## src/rtl/ntable_pkg.sv

```systemverilog
// ntable_pkg: shared types and constants for the neighborTable read arbiter
package ntable_pkg;

   localparam int WORD_WIDTH = 16;
   localparam int IDX_WIDTH  = 6;
   localparam int NUM_REQ    = 4;

   localparam int REQ_REWARD = 0;
   localparam int REQ_KCH    = 1;
   localparam int REQ_QTUFMB = 2;
   localparam int REQ_FILTER = 3;

   typedef struct packed {
      logic [WORD_WIDTH-1:0] nodeID;
      logic [WORD_WIDTH-1:0] hops;
      logic [WORD_WIDTH-1:0] qValue;
      logic [WORD_WIDTH-1:0] energy;
      logic [WORD_WIDTH-1:0] chHops;
   } nt_entry_t;

   typedef enum logic [1:0] {IDLE, ISSUE, WAIT, RETURN} arb_state_t;

endpackage

```

## src/rtl/rr_pick.sv

```systemverilog
// rr_pick: one-hot pick of the first asserted request at or after a pointer
module rr_pick #(
   parameter int N = 4,
   localparam int W = $clog2(N)
) (
   input  logic [N-1:0] req_i,
   input  logic [W-1:0] ptr_i,
   output logic [N-1:0] gnt_o,
   output logic         valid_o
);

   logic [W-1:0] j;

   // scan farthest-to-nearest so the request closest to the pointer wins
   always_comb begin
      gnt_o = '0;
      j = '0;
      for (int k = N - 1; k >= 0; k--) begin
         j = W'((32'(ptr_i) + 32'(k)) % N);
         if (req_i[j]) gnt_o = {{(N-1){1'b0}}, 1'b1} << j;
      end
   end

   assign valid_o = |req_i;

endmodule

```

## src/rtl/ntable_read_arbiter.sv

```systemverilog
// ntable_read_arbiter: round-robin sharing of the neighborTable read port with capped locked bursts
module ntable_read_arbiter #(
   parameter int NUM_REQ     = ntable_pkg::NUM_REQ,
   parameter int WORD_WIDTH  = ntable_pkg::WORD_WIDTH,
   parameter int IDX_WIDTH   = ntable_pkg::IDX_WIDTH,
   parameter int TABLE_DEPTH = 40,
   parameter int RD_LATENCY  = 1,
   parameter int MAX_BURST   = 8
) (
   input  logic                           clk,
   input  logic                           nrst,
   input  logic                           en,
   input  logic [NUM_REQ-1:0]             req,
   input  logic [NUM_REQ-1:0]             lock,
   input  logic [NUM_REQ*IDX_WIDTH-1:0]   idx,
   output logic [NUM_REQ-1:0]             gnt,
   output logic [NUM_REQ-1:0]             rd_valid,
   output logic                           rd_err,
   output logic [5*WORD_WIDTH-1:0]        rdata,
   output logic                           tbl_rd_en,
   output logic [IDX_WIDTH-1:0]           tbl_rd_idx,
   input  logic [5*WORD_WIDTH-1:0]        tbl_rd_data,
   output logic                           busy
);

   import ntable_pkg::*;

   localparam int RW = $clog2(NUM_REQ);
   localparam int BW = $clog2(MAX_BURST);

   arb_state_t                state_q, state_d;
   logic [NUM_REQ-1:0]        gnt_q, gnt_d, pick;
   logic                      pick_valid;
   logic [RW-1:0]             owner_q, owner_d, ptr_q, ptr_d, win;
   logic [IDX_WIDTH-1:0]      idx_q, idx_d;
   logic [2:0]                cnt_q, cnt_d;
   logic [BW-1:0]             burst_q, burst_d;
   logic [5*WORD_WIDTH-1:0]   rdata_q, rdata_d;
   logic                      err_q, err_d;
   logic                      oor, cap, cont;

   rr_pick #(.N(NUM_REQ)) u_pick (
      .req_i   (req),
      .ptr_i   (ptr_q),
      .gnt_o   (pick),
      .valid_o (pick_valid)
   );

   // convert the one-hot winner into an index for idx selection and owner tracking
   always_comb begin
      win = '0;
      for (int k = 0; k < NUM_REQ; k++) if (pick[k]) win = RW'(k);
   end

   assign oor  = 32'(idx_q) >= TABLE_DEPTH;
   assign cap  = burst_q == BW'(MAX_BURST - 1);
   assign cont = en & lock[owner_q] & req[owner_q] & ~(cap & |(req & ~gnt_q));

   // next-state: grant, issue, wait out the table latency, return one entry
   always_comb begin
      state_d = state_q;
      gnt_d   = gnt_q;
      owner_d = owner_q;
      ptr_d   = ptr_q;
      idx_d   = idx_q;
      cnt_d   = cnt_q;
      burst_d = burst_q;
      rdata_d = rdata_q;
      err_d   = 1'b0;
      case (state_q)
         IDLE:
            if (en && pick_valid) begin
               state_d = ISSUE;
               gnt_d   = pick;
               owner_d = win;
               idx_d   = idx[IDX_WIDTH*win +: IDX_WIDTH];
            end
         ISSUE:
            if (oor) begin
               state_d = RETURN;
               err_d   = 1'b1;
               rdata_d = '0;
            end else begin
               state_d = WAIT;
               cnt_d   = 3'(RD_LATENCY);
            end
         WAIT:
            if (cnt_q == 3'd1) begin
               state_d = RETURN;
               rdata_d = tbl_rd_data;
            end else begin
               cnt_d = cnt_q - 3'd1;
            end
         RETURN:
            if (cont) begin
               state_d = ISSUE;
               idx_d   = idx[IDX_WIDTH*owner_q +: IDX_WIDTH];
               burst_d = cap ? burst_q : burst_q + BW'(1);
            end else begin
               state_d = IDLE;
               gnt_d   = '0;
               ptr_d   = (owner_q == RW'(NUM_REQ - 1)) ? '0 : owner_q + RW'(1);
               burst_d = '0;
            end
         default: state_d = IDLE;
      endcase
   end

   // state and datapath registers; reset drops any in-flight table response
   always_ff @(posedge clk or posedge nrst) begin
      if (nrst) begin
         state_q <= IDLE;
         gnt_q   <= '0;
         owner_q <= '0;
         ptr_q   <= '0;
         idx_q   <= '0;
         cnt_q   <= '0;
         burst_q <= '0;
         rdata_q <= '0;
         err_q   <= 1'b0;
      end else begin
         state_q <= state_d;
         gnt_q   <= gnt_d;
         owner_q <= owner_d;
         ptr_q   <= ptr_d;
         idx_q   <= idx_d;
         cnt_q   <= cnt_d;
         burst_q <= burst_d;
         rdata_q <= rdata_d;
         err_q   <= err_d;
      end
   end

   assign gnt        = gnt_q;
   assign rd_valid   = (state_q == RETURN) ? gnt_q : '0;
   assign rd_err     = err_q;
   assign rdata      = rdata_q;
   assign tbl_rd_en  = (state_q == ISSUE) && !oor;
   assign tbl_rd_idx = tbl_rd_en ? idx_q : '0;
   assign busy       = state_q != IDLE;

endmodule

```

## config.mk

```make
export PLATFORM = sky130hd
export DESIGN_NAME = ntable_read_arbiter
export DESIGN_NICKNAME = d
export VERILOG_FILES = /design/src/rtl/ntable_pkg.sv /design/src/rtl/rr_pick.sv /design/src/rtl/ntable_read_arbiter.sv
export SDC_FILE = /design/constraint.sdc
export NUM_CORES = 1
export LEC_CHECK = 0
export CAP_MARGIN = 40
export CORE_ASPECT_RATIO = 1.4
export CORE_MARGIN = 2
export CORE_UTILIZATION = 30
export DETAILED_ROUTE_END_ITERATION = 10
export GPL_TIMING_DRIVEN = 1
export PLACE_DENSITY = 0.68
export SKIP_CTS_REPAIR_TIMING = 1
export SLEW_MARGIN = 5
export SYNTH_ARGS = -nofsm -noshare
export SYNTH_HDL_FRONTEND = slang
export SYNTH_SLANG_ARGS = --single-unit
```

## constraint.sdc

```tcl
create_clock -name clk -period 3.6 [get_ports clk]
set_input_delay 0.9 -clock clk [delete_from_list [all_inputs] [get_ports clk]]
set_output_delay 0.9 -clock clk [all_outputs]
set_load 0.01 [all_outputs]
```

==> Yosys cells after proc, flatten, opt, wreduce, memory -nomap -nowiden <==
Cells that the tools add are included.
{ "word_totals": {"inputBits": 115, "output_inout_bits": 97, "register_bits": 103, "elab_cells": 111} }
{ "op_classes": {"addsub": 6, "n_mux": 43, "shifts": 6, "n_eq_ne": 14, "mul": 2, "n_reduce_logical": 17, "order_cmp": 6, "bitwise": 8} }
{ "ops": {"columns": ["operator", "n"], "rows": [
  ["$mux W80", 2],
  ["$pmux W80 S2", 1],
  ["$shiftx A24 B6 Y6", 2],
  ["$mux W4", 7],
  ["$mux W6", 3],
  ["$ne A2 B2 Y1 const B", 8],
  ["$shl A1 B2 Y4 const A", 4],
  ["$lt A2 B3 Y1 const B", 5],
  ["$bmux W1 S2", 6],
  ["$mux W3", 4],
  ["$pmux W6 S2", 1],
  ["$reduce_and A3 Y1", 4],
  ["$mux W1", 11],
  ["$mux W2", 5],
  ["$mul A2 B2 Y4 const A", 2],
  ["$pmux W2 S4", 1],
  ["$pmux W4 S2", 1],
  ["$reduce_and A2 Y1", 4],
  ["$reduce_or A4 Y1", 2],
  ["$eq A2 B2 Y1 const B", 3],
  ["$ge A6 B6 Y1 const B", 1],
  ["$pmux W3 S2", 1],
  ["$reduce_bool A2 Y1", 3],
  ["$add A2 B1 Y2 const B", 2],
  ["other kinds (13)", 19]
]} }

==> Logic depth before layout (Yosys ltp) <==
Gate-level depths: netlist (run 1).
{ "logic_depth": {"ltp_word": 14, "depth_mapped": 12, "mapped_depth_nobuf": 10} }

==> Modules after synthesis <==
Synthesis (run 1) repeated with hierarchy kept, for this count alone.
{ "unflattened": {"cells_unflattened": 385, "area_unflattened_um2": 4825.9} }
{ "modules_own_cells": {"columns": ["mod", "seq_area_each_um2", "instances", "cells_each", "area_each_um2"], "rows": [
  ["ntable_read_arbiter", 2577.5, 1, 337, 4406.7],
  ["rr_pick", 0.0, 1, 48, 419.2]
]} }

==> Least setup slack after synthesis (run 1) <==
OpenSTA, ideal clock, no wires.
{ "synth_timing": {"kind": "input port to flip-flop", "startpoint": "input req[2]", "endpoint": "register idx_q[0]", "required_time_ps": 3489, "slack_ps": 496, "setup_time_ps": 111, "path_buffers": 1, "cell_stages": 9, "arrival_time_ps": 2993, "cell_sequence": "mux4_2 -> a31o_1 -> a221o_1 -> a22oi_2 -> a21bo_4 -> mux2i_4 -> buf_12 -> mux2i_1 -> a222oi_1"} }
{ "synth_between": {"elab_chain_cells": 13, "elab_cells_between_ends": 32, "classes_between": "mul: 1; eq/ne: 2; shift: 1; mux: 19; bitwise: 5; reduce/logical: 4"} }
{ "synth_lines": {"columns": ["item", "line", "text"], "rows": [
  ["start: declaration", "ntable_read_arbiter.sv:13", "input logic [NUM_REQ-1:0] req,"],
  ["$bmux W1 S2", "rr_pick.sv:20", "if (req_i[j]) gnt_o = {{(N-1){1'b0}}, 1'b1} << j;"],
  ["$mux W1 (not written as such)", "rr_pick.sv:20", null],
  ["$mux W4 (4 in a row)", "rr_pick.sv:20", null],
  ["$mux W1", "ntable_read_arbiter.sv:52", "for (int k = 0; k < NUM_REQ; k++) if (pick[k]) win = RW'(k);"],
  ["$mux W2 (2 in a row)", "ntable_read_arbiter.sv:52", null],
  ["$mul A2 B2 Y4", "ntable_read_arbiter.sv:76", "idx_d = idx[IDX_WIDTH*win +: IDX_WIDTH];"],
  ["$shiftx A24 B6 Y6", "ntable_read_arbiter.sv:76", null],
  ["$mux W6", "ntable_read_arbiter.sv:72", "if (en && pick_valid) begin"],
  ["$pmux W6 S2", "ntable_read_arbiter.sv:70", "case (state_q)"],
  ["end signal: assignment", "ntable_read_arbiter.sv:126", "idx_q <= idx_d;"],
  ["end: declaration", "ntable_read_arbiter.sv:35", "logic [IDX_WIDTH-1:0] idx_q, idx_d;"]
]} }
Several ways; a longest one is shown, not always the timed one. The select of a mux whose other input is x is not followed.
A chain may end at the register's enable or synchronous reset.

==> Final worst setup path (run 1) <==
{ "layout_timing": {"startpoint": "input req[0]", "endpoint": "register idx_q[4]"} }
Same word-level chain as after synthesis.

==> run metrics, run 1 <==
status complete, no violations; share of the synthesized area in the top cell type 55.17%; IO Port Bufs 211; CP endpoint idx_q[4]$_DFFE_PP0P_; PD cells approximately 860 nW/um^2; worst hold margin 0.5082 ns; Critical Path Source req[0]; H-tree levels 3; final net count 729; CP bufs+invs 4; clock latency on the worst-skew pair 0.34 ns; Final Routed Wirelength 13.74 mm; CTS tree done; VDD IR max 0.4548 mV; post-synthesis sequential area ratio 55.17%; DR vias/cell roughly 5.1; commonest non-fill, non-tap cell in the layout clkdlybuf4s50_1; routed vias 4049; Rel. slew slack 44.26%; initial core utilization 30.33%; initial drt markers 188; non-filler cells, final roughly 800; Initial DRT Pass Iterations 4; Cell Area, Synth 4672 sq um; DR WL/cell 17.24 um; Final setup viols 0; Core ar. 15400 sq um; initial antenna violation count 0; Avg Cell Area, Syn 12.26 sq um; Final WS setup between 0.15 and 0.2 ns; Least-Margin Pin Slew ~0.84 ns; RD Place Congestion 0.8134; fin. max-slew vios 0; final antenna diode count 0; Die H 151.7 um; Critical-path top delay cell clkdlybuf4s50_1; dpl cell area 7077 sq um; fmax 0.2927 GHz; Req. time, crit path between 3 and 4 ns; final core utilization 47.78%; clock-pin slew on the worst setup and hold paths 0.07 ns; Remaining Overflow, GRT 0; fin crit share 94.90%; clk_skew 0.01036 ns; io pins 212; Max Cap Viol 0; Yosys top cell by area dfrtp_1; Worst Reg-to-Reg Cells 10; final setup TNS 0 ns; pre-CTS WS -0.1587 ns; clock buffer depth 2; r2r setup slk 0.46 ns; Die W 109.5 um; Crit path arrival time 3.64 ns; commonest cells after routing, fill and taps aside 211 x clkdlybuf4s50_1, 103 x dfrtp_1, 86 x a22o_1, 23 x inv_1, 22 x nand2_1; worst reg2reg startpoint ptr_q[0]$_DFFE_PP0P_; family with the most delay on the worst path compound AO/OA/AOI/OAI gates; antenna viol nets, final 0; layout cell share with drive strength beyond 1 7.820%; clk sinks ~100; kind of end point of the critical path flop; first-pass GRT wire length 21.20 mm; RR Endpoint idx_q[4]$_DFFE_PP0P_; Synth Warn # 0; final hold violations 0; RSZ-0062 raised after global routing false; slowest stage delay, CP 0.47 ns; minimum clock period 3.416 ns; CP Max Fanout 12; gr usage total 16.28%; Mapped Cells 381; area delta synth->final 57.55%; vias in the first global route ~4300; Cell Rows 54; design area 7361 sq um; Synth area leaders dfrtp_1 55%, a22o_1 16%, ha_1 4.6%, mux2i_1 3.0%, inv_1 1.9%; CP Launch Type input pin; Worst path depth 12; largest net degree at the start of global routing approximately 100; DIE AREA ~17000 sq um; Crit Path Class in2reg; TritonCTS buffer count 9; CP cell instances clkdlybuf4s50_1 > buf_4 > mux2i_1 > buf_4 > o22ai_1 > a221o_1 > a22oi_2 > a21bo_4 > mux2i_4 > buf_12 > mux2i_1 > a222oi_1; placed instance count 782; Syn Nets 513; total power 6.329 mW; Fillers 1429; Root Buffer clkbuf_16; DP Wirelength 10.15 mm; Pleak 3.297 nW; hold crit path type reg2reg; DRC 0; Synth Register Bits 103; post-synthesis cell type count 39
==> cell families after synthesis <==
group,count (synthesis),synth area share [%]
AND/OR/NAND/NOR,61,6.401
buffers and inverters,45,4.124
adder cells (fa/ha/maj),17,4.553
multiplexers,25,6.454
AO/OA/AOI/OAI,130,23.30
flip-flops,103,55.17
==> synthesized netlist by cell type <==
library cell,n
a2111oi_0,2
a21bo_4,1
a21boi_0,1
a21o_1,1
a21oi_1,2
a221o_1,1
a222oi_1,6
a22o_1,86
a22oi_1,1
a22oi_2,1
a31o_1,1
a41oi_1,2
and2_0,1
and2_1,5
and3_1,11
buf_12,1
buf_6,1
clkbuf_1,19
dfrtp_1,103
ha_1,17
inv_1,24
mux2_2,7
mux2_4,1
mux2i_1,14
mux2i_4,2
mux4_2,1
nand2_1,22
nand2b_1,4
nand3_1,6
nor2_1,8
nor2b_1,3
o211a_1,1
o211ai_1,2
o21ai_0,10
o22ai_1,6
o31a_1,1
o31ai_1,4
o41ai_1,1
or2_1,1
==> sequential cells by signal, summed over array words and instances (netlist names) <==
name,cells
idx_q,6
burst_q,3
state_q,2
cnt_q,3
ptr_q,2
rd_err,1
owner_q,2
rdata,80
gnt,4
==> power breakdown <==
group          total, mW  leakage [nW]  switching [mW]  internal, mW
clock              0.922         0.132           0.445         0.477
combinational       3.54          1.84            1.71          1.83
sequential          1.87          1.33           0.276          1.59
==> worst register-to-register path, cell delays in order (launching register included) <==
cell and delay (ns):
dfrtp_1 0.35, inv_1 0.09, ha_1 0.40, mux2i_1 0.42, o22ai_1 0.16, a2111oi_0 0.45, o31a_1 0.27, nand2_1 0.09
mux2_2 0.29, nor2b_1 0.20, a222oi_1 0.30
==> routing by layer <==
metal,up-vias,part of all wire [%],global-route usage [%]
li1,1855,-,-
met1,2010,38,17.60
met4,0,2.4,6.266
met2,160,53,29.32
met3,24,7.1,5.047
met5,-,0,0
==> worst min path at each step <==
stage / start / to / cells after the start
after floorplan: cnt_q[1]$_DFFE_PP0P_ / cnt_q[1]$_DFFE_PP0P_ / 1
after global routing: rdata[63]$_DFFE_PP0P_ / rdata[63]$_DFFE_PP0P_ / 1
after CTS: rdata[53]$_DFFE_PP0P_ / rdata[53]$_DFFE_PP0P_ / 1
after detailed placement: rdata[14]$_DFFE_PP0P_ / rdata[14]$_DFFE_PP0P_ / 1
final: rdata[36]$_DFFE_PP0P_ / rdata[36]$_DFFE_PP0P_ / 1
after global placement: rdata[60]$_DFFE_PP0P_ / rdata[60]$_DFFE_PP0P_ / 1
==> final cells by class <==
cell class	instances	area, sq um	area share, %
Sequential cell	103	2577	35.02
Timing Repair Buffer	226	2250	30.56
Multi-Input combinational cell	233	1914	26.01
Tap cell	196	245.2	3.332
Clock buffer	9	225.2	3.060
Inverter	24	93.84	1.275
Clock inverter	6	55.05	0.7479
Power figures use the tool's default switching activity.
==> inputs of run 2 (changes only) <==
--- a/config.mk
+++ b/config.mk
@@ -5,13 +5,15 @@
 export SDC_FILE = /design/constraint.sdc
 export NUM_CORES = 1
 export LEC_CHECK = 0
+export ABC_AREA = 1
 export CAP_MARGIN = 40
 export CORE_ASPECT_RATIO = 1.4
 export CORE_MARGIN = 2
 export CORE_UTILIZATION = 30
 export DETAILED_ROUTE_END_ITERATION = 10
 export GPL_TIMING_DRIVEN = 1
-export PLACE_DENSITY = 0.68
+export MAX_ROUTING_LAYER = met4
+export PLACE_DENSITY = 0.66
 export SKIP_CTS_REPAIR_TIMING = 1
 export SLEW_MARGIN = 5
 export SYNTH_ARGS = -nofsm -noshare
==> run metrics, run 2 <==
DR WL/cell about 13 um; Rel. slew slack 44.56%; fin crit share 89.24%; Post-synth EDFFs 0; vias in the first global route 4742; P_sw 2.555 mW; clock power share 16.6%; min-delay src idx_q[1]$_DFFE_PP0P_; CP Max Fanout 6; dpl cell area approximately 7600 sq um; final hold violations 0; clk sinks ~100; Syn Nets 785; layout cell share with drive strength beyond 1 around 6.7%; Comb pwr share ~54%; Synth Register Bits 103; PD cells between 700 and 800 nW/um^2; Sw Ratio between 40% and 50%; Fillers 1742; Critical Path Source state_q[1]$_DFFE_PP0P_; Initial DRT Pass Iterations 4; Pleak roughly 3.6 nW; area delta synth->final 49.98%; Crit Path Class reg2out; Worst Reg-to-Reg Cells 15; CP Launch Type flop; Die W 116.0 um; CTS tree done; minimum clock period 3.213 ns; clock latency on the worst-skew pair between 0.3 and 0.4 ns; commonest cells after routing, fill and taps aside 211 x clkdlybuf4s50_1, 139 x inv_1, 117 x nand3_1, 103 x dfrtp_1, 95 x o21ai_0; first-pass GRT wire length around 24 mm; P_int 3.176 mW; clock buffer depth 2; post-synthesis sequential area ratio 48.93%; routed vias about 4900; initial drt markers approximately 230; RD Place Congestion roughly 0.89; hold path cells 2; Yosys top cell by area dfrtp_1; gr usage total 16.15%; final setup TNS 0 ns; largest net degree at the start of global routing roughly 100; status complete, no violations; Avg Cell Area, Syn 8.067 sq um; worst hold margin 0.4812 ns; commonest cells in the netlist 141 x inv_1, 117 x nand3_1, 103 x dfrtp_1; share of the synthesized area in the top cell type 48.93%; IO Port Bufs about 210; Mapped Cells around 650; FFs w/ async S/R, synth 100.0%; Root Buffer clkbuf_16; RSZ-0062 raised after global routing false; VDD IR max 0.4059 mV; hold endpoint idx_q[1]$_DFFE_PP0P_; initial antenna violation count 0; Least-Margin Pin Slew between 0.8 and 0.9 ns; DRC 0; Req. time, crit path 2.70 ns; Cell Area, Synth ~5300 sq um; clock-pin slew on the worst setup and hold paths around 0.07 ns; Remaining Overflow, GRT 0; Cell Rows 57; io pins 212; clk_skew 0.01381 ns; final net count roughly 980; post-synthesis cell type count 32; register share of total power 29.2%; fmax 0.3113 GHz; Core ar. 17260 sq um; Largest register FFs 80; commonest non-fill, non-tap cell in the layout clkdlybuf4s50_1; final antenna diode count 0; Final setup viols 0; antenna viol nets, final 0; Final Routed Wirelength 14.64 mm; DP Wirelength 10.49 mm; initial core utilization 30.52%; r2r setup slk about 0.96 ns; kind of end point of the critical path output port; TritonCTS buffer count 9; hold crit path type reg2reg; fin. max-slew vios 0; design area 7900 sq um; Die H ~160 um; Synth area leaders dfrtp_1 49%, nand3_1 11%, inv_1 10%, o21ai_0 9.0%, nand2_1 5.6%; Main synth FF type dfrtp_1; Crit path arrival time ~2.3 ns; RR Endpoint idx_q[5]$_DFFE_PP0P_; DR vias/cell roughly 4.5; DIE AREA 18650 sq um; top-count cell post-synth inv_1; Synth Warn # 0; H-tree levels 3; worst reg2reg startpoint ptr_q[0]$_DFFE_PP0P_; Max Cap Viol 0
-- run 2: changes by cell type after synthesis, sizes merged, moves of 16 or more --
cell   delta
inv     +123
nand3   +120
o21ai    +88
a22o     -86
nand2    +70
mux2i    -16
-- run 2: how the worst max path moves through the flow --
stage | end | slack (ns) | cells after the start
after global placement | idx_q[2]$_DFFE_PP0P_ | 0.60 | 14
after CTS | tbl_rd_idx[1] | 0.34 | 7
final | tbl_rd_idx[0] | 0.39 | 7
after global routing | tbl_rd_idx[0] | 0.23 | 7
after floorplan | tbl_rd_idx[0] | 1.18 | 7
after detailed placement | idx_q[4]$_DFFE_PP0P_ | 0.55 | 8
-- run 2: metrics by stage --
step	setup WS (ns)	util, %	total power, mW	std cells
CTS	0.3407	45.77	5.822	1091
finish	0.3874	45.77	5.731	1091
global route	0.2316	45.77	6.278	1091
global placement	0.6048	44.12	4.811	1075
detailed placement	0.5547	44.12	4.845	1075
floorplan	1.184	-	3.769	653
-- run 2: cell type report --
class                   count  area [sq um]  area share, %
well taps                 236         295.3          3.738
inverters                 148         559.3          7.079
flip-flops and latches    103          2577          32.63
clock inverters             7         60.06         0.7602
multi-input cells         373          2016          25.51
clock buffers               9         225.2          2.851
repair buffers            215          2167          27.43
-- run 2: critical path, cell delays in order (launching register included) --
cell and delay, ns:
dfrtp_1 0.40, inv_1 0.12, ha_1 0.18, inv_1 0.05, nor2_1 0.40, inv_2 0.11, nor2_1 0.15, clkdlybuf4s50_1 0.57
-- run 2: power by group through the flow --
stage | Clock [mW] | Sequential [mW] | Combinational, mW
final | 0.952 | 1.67 | 3.11
after global routing | 1.03 | 1.72 | 3.53
after CTS | 0.985 | 1.68 | 3.16
after detailed placement | 0 | 1.70 | 3.15
after global placement | 0 | 1.69 | 3.12
after floorplan | 0 | 1.75 | 2.01
-- run 2: cell families after synthesis --
| logic type | share of synthesized area (%) |
|---|---|
| flip-flops | 48.93 |
| AO/OA/AOI/OAI | 12.04 |
| buffers and inverters | 12.90 |
| AND/OR/NAND/NOR | 22.09 |
| adder cells (fa/ha/maj) | 4.038 |
-- run 2: metal layers --
layer	vias up	global-route usage [%]	wire length (um)	share of wire [%]
met5	-	-	0	0
met4	0	4.708	348	2.4
met3	22	3.170	839	5.7
met2	151	27.80	7469	51
met1	2221	18.96	5985	41
li1	2463	-	-	-
